--- src/rtl/mem_responder_if.sv ---
// Load/store request and response channel between a requester and mem_responder.
interface mem_responder_if;
  logic        req_valid;
  logic        req_ready;
  logic        req_we;
  logic [31:0] req_addr;
  logic [31:0] req_wdata;
  logic        resp_valid;
  logic        resp_ready;
  logic [31:0] resp_rdata;
  logic        resp_err;

  modport master (
    output req_valid, req_we, req_addr, req_wdata, resp_ready,
    input  req_ready, resp_valid, resp_rdata, resp_err
  );

  modport slave (
    input  req_valid, req_we, req_addr, req_wdata, resp_ready,
    output req_ready, resp_valid, resp_rdata, resp_err
  );
endinterface

--- src/rtl/mem_responder.sv ---
// Word-addressed data memory behind a valid/ready request channel, with a
// programmable access latency and a response held under backpressure.
module mem_responder #(
  parameter int DEPTH   = 64,
  parameter int LATENCY = 2
) (
  input  logic           clk,
  input  logic           rst,
  mem_responder_if.slave bus,
  output logic           busy
);

  localparam int          AW    = $clog2(DEPTH);
  localparam logic [31:0] BYTES = 32'(DEPTH * 4);

  typedef enum logic [1:0] {IDLE, WAIT, RESP} state_t;

  state_t      state_q, state_d;
  logic [3:0]  cnt_q, cnt_d;
  logic        we_q, we_d;
  logic [31:0] addr_q, addr_d;
  logic [31:0] wdata_q, wdata_d;
  logic [31:0] rdata_q, rdata_d;
  logic        err_q, err_d;

  logic          commit;
  logic          c_we;
  logic          c_err;
  logic          mem_we;
  logic [31:0]   c_addr;
  logic [31:0]   c_wdata;
  logic [AW-1:0] c_idx;

  logic [31:0] mem [DEPTH];

  always_comb begin
    state_d = state_q;
    cnt_d   = cnt_q;
    we_d    = we_q;
    addr_d  = addr_q;
    wdata_d = wdata_q;
    rdata_d = rdata_q;
    err_d   = err_q;
    commit  = 1'b0;
    c_we    = we_q;
    c_addr  = addr_q;
    c_wdata = wdata_q;

    case (state_q)
      IDLE: begin
        if (bus.req_valid) begin
          we_d    = bus.req_we;
          addr_d  = bus.req_addr;
          wdata_d = bus.req_wdata;
          // A single-cycle build commits on the accept edge itself.
          if (LATENCY == 1) begin
            state_d = RESP;
            commit  = 1'b1;
            c_we    = bus.req_we;
            c_addr  = bus.req_addr;
            c_wdata = bus.req_wdata;
          end else begin
            state_d = WAIT;
            cnt_d   = 4'(LATENCY - 1);
          end
        end
      end
      WAIT: begin
        cnt_d = cnt_q - 4'd1;
        if (cnt_q == 4'd1) begin
          state_d = RESP;
          commit  = 1'b1;
        end
      end
      RESP: begin
        if (bus.resp_ready) begin
          state_d = IDLE;
          rdata_d = 32'd0;
          err_d   = 1'b0;
        end
      end
      default: state_d = IDLE;
    endcase

    c_err = (c_addr[1:0] != 2'b00) || (c_addr >= BYTES);
    c_idx = c_addr[AW+1:2];

    if (commit) begin
      err_d   = c_err;
      rdata_d = (c_err || c_we) ? 32'd0 : mem[c_idx];
    end

    mem_we = commit && c_we && !c_err && !rst;
  end

  always_ff @(posedge clk) begin
    if (rst) begin
      state_q <= IDLE;
      cnt_q   <= 4'd0;
      we_q    <= 1'b0;
      addr_q  <= 32'd0;
      wdata_q <= 32'd0;
      rdata_q <= 32'd0;
      err_q   <= 1'b0;
    end else begin
      state_q <= state_d;
      cnt_q   <= cnt_d;
      we_q    <= we_d;
      addr_q  <= addr_d;
      wdata_q <= wdata_d;
      rdata_q <= rdata_d;
      err_q   <= err_d;
    end
  end

  // Storage is deliberately left out of reset so contents survive it.
  always_ff @(posedge clk) begin
    if (mem_we) begin
      mem[c_idx] <= c_wdata;
    end
  end

  assign bus.req_ready  = (state_q == IDLE) && !rst;
  assign bus.resp_valid = (state_q == RESP);
  assign bus.resp_rdata = rdata_q;
  assign bus.resp_err   = err_q;
  assign busy           = (state_q != IDLE);

endmodule
--- src/flat_wrapper.sv ---
// flat-port wrapper written by rule: the top's interface ports become plain ports
module mem_responder_flat 
#(
  parameter int DEPTH   = 64,
  parameter int LATENCY = 2
)
  (clk, rst, busy, bus_req_valid, bus_req_we, bus_req_addr, bus_req_wdata, bus_resp_ready, bus_req_ready, bus_resp_valid, bus_resp_rdata, bus_resp_err);
  mem_responder_if bus_i ();
  input  logic clk;
  input  logic rst;
  output logic busy;
  input wire logic [$bits(bus_i.req_valid)-1:0] bus_req_valid;
  input wire logic [$bits(bus_i.req_we)-1:0] bus_req_we;
  input wire logic [$bits(bus_i.req_addr)-1:0] bus_req_addr;
  input wire logic [$bits(bus_i.req_wdata)-1:0] bus_req_wdata;
  input wire logic [$bits(bus_i.resp_ready)-1:0] bus_resp_ready;
  output wire logic [$bits(bus_i.req_ready)-1:0] bus_req_ready;
  output wire logic [$bits(bus_i.resp_valid)-1:0] bus_resp_valid;
  output wire logic [$bits(bus_i.resp_rdata)-1:0] bus_resp_rdata;
  output wire logic [$bits(bus_i.resp_err)-1:0] bus_resp_err;
  assign bus_i.req_valid = bus_req_valid;
  assign bus_i.req_we = bus_req_we;
  assign bus_i.req_addr = bus_req_addr;
  assign bus_i.req_wdata = bus_req_wdata;
  assign bus_i.resp_ready = bus_resp_ready;
  assign bus_req_ready = bus_i.req_ready;
  assign bus_resp_valid = bus_i.resp_valid;
  assign bus_resp_rdata = bus_i.resp_rdata;
  assign bus_resp_err = bus_i.resp_err;
  mem_responder #(.DEPTH(DEPTH), .LATENCY(LATENCY)) u_core (.clk(clk), .rst(rst), .bus(bus_i), .busy(busy));
endmodule
--- config.mk ---
export PLATFORM = sky130hd
export DESIGN_NAME = mem_responder_flat
export DESIGN_NICKNAME = d
export VERILOG_FILES = /design/src/rtl/mem_responder_if.sv /design/src/rtl/mem_responder.sv /design/src/flat_wrapper.sv
export SDC_FILE = /design/constraint.sdc
export NUM_CORES = 2
export LEC_CHECK = 0
export CORE_MARGIN = 2
export CORE_UTILIZATION = 59
export CTS_BUF_LIST = sky130_fd_sc_hd__clkbuf_8
export DETAILED_ROUTE_END_ITERATION = 10
export PLACE_DENSITY_LB_ADDON = 0.12
export SLEW_MARGIN = 25
export SYNTH_ARGS = -nofsm -noshare
export SYNTH_HDL_FRONTEND = slang
export SYNTH_SLANG_ARGS = --single-unit
--- constraint.sdc ---
create_clock -name clk -period 3.6 [get_ports clk]
set_clock_uncertainty 0.2 [all_clocks]
set_input_delay 0.36 -clock clk [delete_from_list [all_inputs] [get_ports clk]]
set_output_delay 0.36 -clock clk [all_outputs]
set_load 0.05 [all_outputs]
== Word level (Yosys, flattened, before mapping) ==
Memories as Yosys holds them, arrays and structs flattened. A register that Yosys moved wholly into a read port is not among the register bits.
Index checks and enable logic that the tools add are counted.

* Flip-flop bits (word level): 104
* Latch bits: 0
* RAM bits: 2048
* Bits in read-only memories: 0
* Output and inout port bits: 36
* Word-level logic and storage cells: 53
* Memories kept: 1

{| class="wikitable"
|+ Memories
! name !! depth !! bits a word !! read ports !! clocked after Yosys merged registers in !! wr ports !! RTL line !! text
|-
| u_core.mem || 64 || 32 || 1 || 1 || 1 || mem_responder.sv:34 || <nowiki>logic [31:0] mem [DEPTH];</nowiki>
|}

* Add/sub/neg operators: 1
* $mul: 0
* Div/mod/pow operators: 0
* $lt $le $gt $ge: 1
* Equality and inequality tests: 6
* Shifts and indexed selects: 0
* Muxes and demuxes: 19
* Bitwise operators: 0
* Reductions and logical operators: 18

{| class="wikitable"
|+ Operators by type and width
! kind !! number
|-
| two-way mux 32 bit || 4
|-
| >= comparator 32 x 9 -> 1 bit (second input constant) || 1
|-
| two-way mux 6 bit || 2
|-
| nonzero test 2 bit || 5
|-
| one-hot mux 4 bit (2 select lines) || 1
|-
| two-way mux 1 bit || 7
|-
| two-way mux 2 bit || 3
|-
| one-hot mux 2 bit (3 select lines) || 1
|-
| AND reduction 2 bit || 3
|-
| == test 4 x 1 -> 1 bit (second input constant) || 1
|-
| logical AND 1 bit || 4
|-
| two-way mux 4 bit || 1
|-
| != test 2 bit (second input constant) || 2
|-
| subtractor 4 x 1 -> 4 bit (second input constant) || 1
|-
| AND reduction 3 bit || 1
|-
| == test 2 x 1 -> 1 bit (second input constant) || 1
|-
| == test 2 bit (second input constant) || 1
|-
| logical NOT 1 bit || 2
|-
| logical NOT 2 bit || 1
|-
| logical OR 1 bit || 2
|-
| != test 2 x 1 -> 1 bit (second input constant) || 1
|}

== Logic depth before layout (Yosys ltp) ==
* Depth in word-level cells: 8
* Mapped depth: 11
* Depth with buffers taken out: 7

== Worst setup path after synthesis ==
No wires, ideal clock.

* Kind: reg-to-reg
* From: register u_core.cnt_q[0]
* To: memory u_core.mem[63][0], enable pin
* Library setup time: 0.421 ns
* Data arrival time: 3.096 ns
* Required time: 2.979 ns
* Path slack: -0.117 ns
* Cell stages (with the launch flop): 7
* Clock period less this slack: 3.717 ns
* Cells stage by stage: dfxtp_1 > ha_1 > nor3b_1 > nand3b_1 > nor4_1 > nand4_1 > nor2_1

* Longest elaborated chain between the ends: 8

{| class="wikitable"
|+ Ends and longest elaborated chain
! element !! RTL line !! text
|-
| start: declaration || mem_responder.sv:19 || <nowiki>logic [3:0] cnt_q, cnt_d;</nowiki>
|-
| start signal: assignment || mem_responder.sv:107 || <nowiki>cnt_q <= cnt_d;</nowiki>
|-
| == test 4 x 1 -> 1 bit || mem_responder.sv:70 || <nowiki>if (cnt_q == 4'd1) begin</nowiki>
|-
| two-way mux 1 bit || mem_responder.sv:70 ||
|-
| two-way mux 1 bit || mem_responder.sv:49 || <nowiki>case (state_q)</nowiki>
|-
| logical AND 1 bit (3 in a row) || mem_responder.sv:93 || <nowiki>mem_we = commit && c_we && !c_err && !rst;</nowiki>
|-
| two-way mux 1 bit || mem_responder.sv:118 || <nowiki>if (mem_we) begin</nowiki>
|-
| two-way mux 1 bit (implied by the code) || mem_responder.sv:119 || <nowiki>mem[c_idx] <= c_wdata;</nowiki>
|-
| end: declaration || mem_responder.sv:34 ||
|}

Every way passes these cells.

== Worst setup path in the final report ==
* From: register u_core.addr_q[9]
* To: memory u_core.mem[38][1], enable pin

* Longest elaborated chain between the ends: 7

{| class="wikitable"
|+ Ends and longest elaborated chain
! element !! RTL line !! text
|-
| start: declaration || mem_responder.sv:21 || <nowiki>logic [31:0] addr_q, addr_d;</nowiki>
|-
| start signal: assignment || mem_responder.sv:109 || <nowiki>addr_q <= addr_d;</nowiki>
|-
| >= comparator 32 x 9 -> 1 bit || mem_responder.sv:85 || <nowiki>c_err = (c_addr[1:0] != 2'b00) || (c_addr >= BYTES);</nowiki>
|-
| logical OR 1 bit || mem_responder.sv:85 ||
|-
| logical NOT 1 bit || mem_responder.sv:93 ||
|-
| logical AND 1 bit (2 in a row) || mem_responder.sv:93 ||
|-
| two-way mux 1 bit || mem_responder.sv:118 ||
|-
| two-way mux 1 bit (implied by the code) || mem_responder.sv:119 ||
|}

Every way passes these cells.

==> results.ini <==
[outcome]
status = completed

[place]
place_congestion = 0.856
post_dp_cell_area_sq_um = 88500
placed_cells = 6060
port_buffers = 104
hpwl_mm = 141

[floorplan]
num_rows = 137
design.die.area_sq_um = 143000
dieHeight_microns = 378
initial_core_util_pct = 59.2
core_area_sq_um = 139000
io_pins = 105
fp.dieW_microns = 378

[finish]
areaGrowthSynthToFinish_pct = 16.9
fillCellCount = 8667
finalNetCount = 4732
final_util_pct = 69.2
final_common_cell = edfxtp_1
final_cell_mix = 2048 x edfxtp_1, 436 x mux4_2, 378 x clkbuf_8, 270 x nand2_1, 216 x buf_4
drive_above_1_share_pct = 27.9
finalInstanceArea_sq_um = 96300
multi_input_area_sq_um = 17900
regArea_sq_um = 63800
final_cells = 6804

[yosys]
avgSynthCellArea_sq_um = 20.6
syn_inst = 4000
yosysSeqAreaShare_pct = 77.4
yosys_most_used_dff = edfxtp_1
yosys_warnings = 0
syn-num-nets = 4071
ys_types = 68
syn-cell-area_sq_um = 82300
ys_ff_latch = 2158
async_reset_ff_share_pct = 0
synth_edf_count = 2048

[critical_path]
critPathKind = reg2reg
path_max_fanout = 12
crit_top_cell = buf_4
path_delay_family = simple AND/OR/NAND/NOR gates
crit_required_ns = 4.09
max_stage_delay_ns = 0.53
crit_path_start_kind = register
slowest_stage = nand4_1
critPathBufInv = 3
cp_cell_sequence = nor4_1 > nand4_1 > nor4_2 > buf_4 > nand4_1 > buf_4 > nor2_4 > buf_4
endpoint_kind = register
cp.arrival_ns = 3.98
reg2reg_slack_ns = 0.11

[run]
max-cap-violations = 0

[pwr]
irDropWorstVdd_uv = 511
power_density_nw_per_um2 = 528
power.leakage_nw = 31.8

[global_routing]
grt_pass1_wl_mm = 328
grt_max_degree = 75
grt_util_all_layers_pct = 33.4
antenna_found_initial = 11
grt_overflow_total = 0
grt_pass1_vias = 44700

[sta]
hold_viol = 0
relSlewSlack_pct = 24.3
clock.fmax_mhz = 287
finalSetupViolations = 0
slew_violations = 0
final.setup.tns_ns = 0
worst_slew_pin_slew_ns = 1.13
hold_slack_ns = 0.138
min_period_over_period_pct = 96.9
rsz0062_at_grt = false
period_minus_slack_ns = 3.49

[drt]
drc = 0
routed_wl_mm = 235
detail-route-antenna-nets = 0
num_vias = 45000
post_drt_wl_per_cell_microns = 34.5
drt_iter0_markers = 6830
dr.pass1.iters = 6
via_per_inst = 6.62

[clock_network]
clock_latency_ns = 1.07
cts_max_path_buffers = 4
cts_buffers = 349
path_clk_slew_ns = 0.07
postCtsSetupRepairBufs = 0
cts_tree = yes
cts_root_buf = clkbuf_8
clock-sinks = 2158
h-tree-depth = 5

[hold_path]
hold_class = in2reg

-- final timing paths --
| check | start | end | cells past startpoint |
|---|---|---|---|
| worst max-delay path | u_core.addr_q[9] | u_core.mem[38][1] | 8 |
| worst min-delay path | bus_req_valid | u_core.state_q[0] | 3 |
| worst max register to register | u_core.addr_q[9] | u_core.mem[38][1] | 8 |
| worst min register to register | u_core.bus.resp_rdata[0] | u_core.bus.resp_rdata[0] | 2 |
-- cell usage after synthesis (9+ instances only) --
cell / number / area [sq um]
dfxtp_1: 110 / 2200
o31ai_1: 9 / 67.6
mux2_2: 61 / 687
a31oi_1: 20 / 125
clkbuf_1: 85 / 319
a22o_1: 12 / 105
nand4_1: 18 / 113
buf_1: 21 / 78.8
nor3_1: 10 / 50.1
mux4_2: 436 / 9820
nor2b_1: 15 / 93.8
buf_6: 24 / 270
nand2b_1: 13 / 81.3
and3_1: 20 / 125
o21ai_0: 24 / 120
a22oi_1: 97 / 728
mux2i_1: 156 / 1560
a21oi_1: 87 / 435
buf_2: 54 / 270
nand3_1: 60 / 300
nor2_1: 112 / 420
a211oi_1: 12 / 90.1
o22ai_1: 34 / 213
nor4_1: 10 / 62.6
edfxtp_1: 2048 / 61500
a221oi_1: 20 / 175
buf_4: 42 / 315
nand2_1: 271 / 1020
-- metrics by stage --
stage          worst slack (ns)  total power, mW
3_5_place_dp             0.0620             31.4
4_1_cts                  0.0221             50.9
5_1_grt                  0.0577             52.2
6_report                  0.112             50.8
2_1_floorplan            -0.117             30.1
3_3_place_gp             0.0469             31.4
-- worst reg2reg max path: stages, from the launching register on --
cell,delay (ns)
dfxtp_1,0.33
nor4_1,0.48
nand4_1,0.53
nor4_2,0.49
buf_4,0.20
nand4_1,0.10
buf_4,0.26
nor2_4,0.22
buf_4,0.33
-- power breakdown --
group,internal (mW),switching (mW)
sequential,27.6,0.427
clock,10.3,9.45
combinational,1.26,1.78
total,39.2,11.7
-- per-layer routing --
metal,wire [microns],GRT usage [%],part of all wire [%]
met4,9430,13.3,4.0
met2,110000,51.1,47
met3,27300,8.24,12
met5,64,0,0.027
met1,87800,46.9,37
-- area by class of cell --
class                      instances  share of cell area, %
sequential                      2158                   66.3
multi-input combinational       1607                   18.6
timing repair buffer             538                   5.98
clock buffer                     378                   5.40
tap                             1876                   2.44
clock inverter                   236                   1.25
inverter                           7                 0.0273
antenna                            4                 0.0104
-- kinds of logic (layout without fill, tap and decap cells) --
| family | after synthesis | count (layout) | share of synthesized area (%) |
|---|---|---|---|
| buffers and inverters | 235 | 1159 | 1.60 |
| flip-flops | 2158 | 2158 | 77.4 |
| adder cells (fa/ha/maj) | 2 | 2 | 0.0304 |
| AND/OR/NAND/NOR | 564 | 564 | 3.07 |
| multiplexers | 653 | 653 | 14.7 |
| other | 0 | 4 | 0 |
| AO/OA/AOI/OAI | 388 | 388 | 3.29 |
-- registers in the layout (all words and copies together), names as in the netlist, named ones only --
register,count
u_core.bus.resp_rdata,32
u_core.c_we,1
u_core.addr_q,32
u_core.mem,2048
u_core.bus.resp_err,1
u_core.cnt_q,4
u_core.c_wdata,32
u_core.state_q,2
-- timing repair --
item                                    4_1_cts  5_1_grt
endpoints found under the setup margin        0       14
hold buffers                                126        0
hold endpoints to repair                     94        0
resized for setup                             0        3
Note: power is estimated with default switching activity, not from simulation.
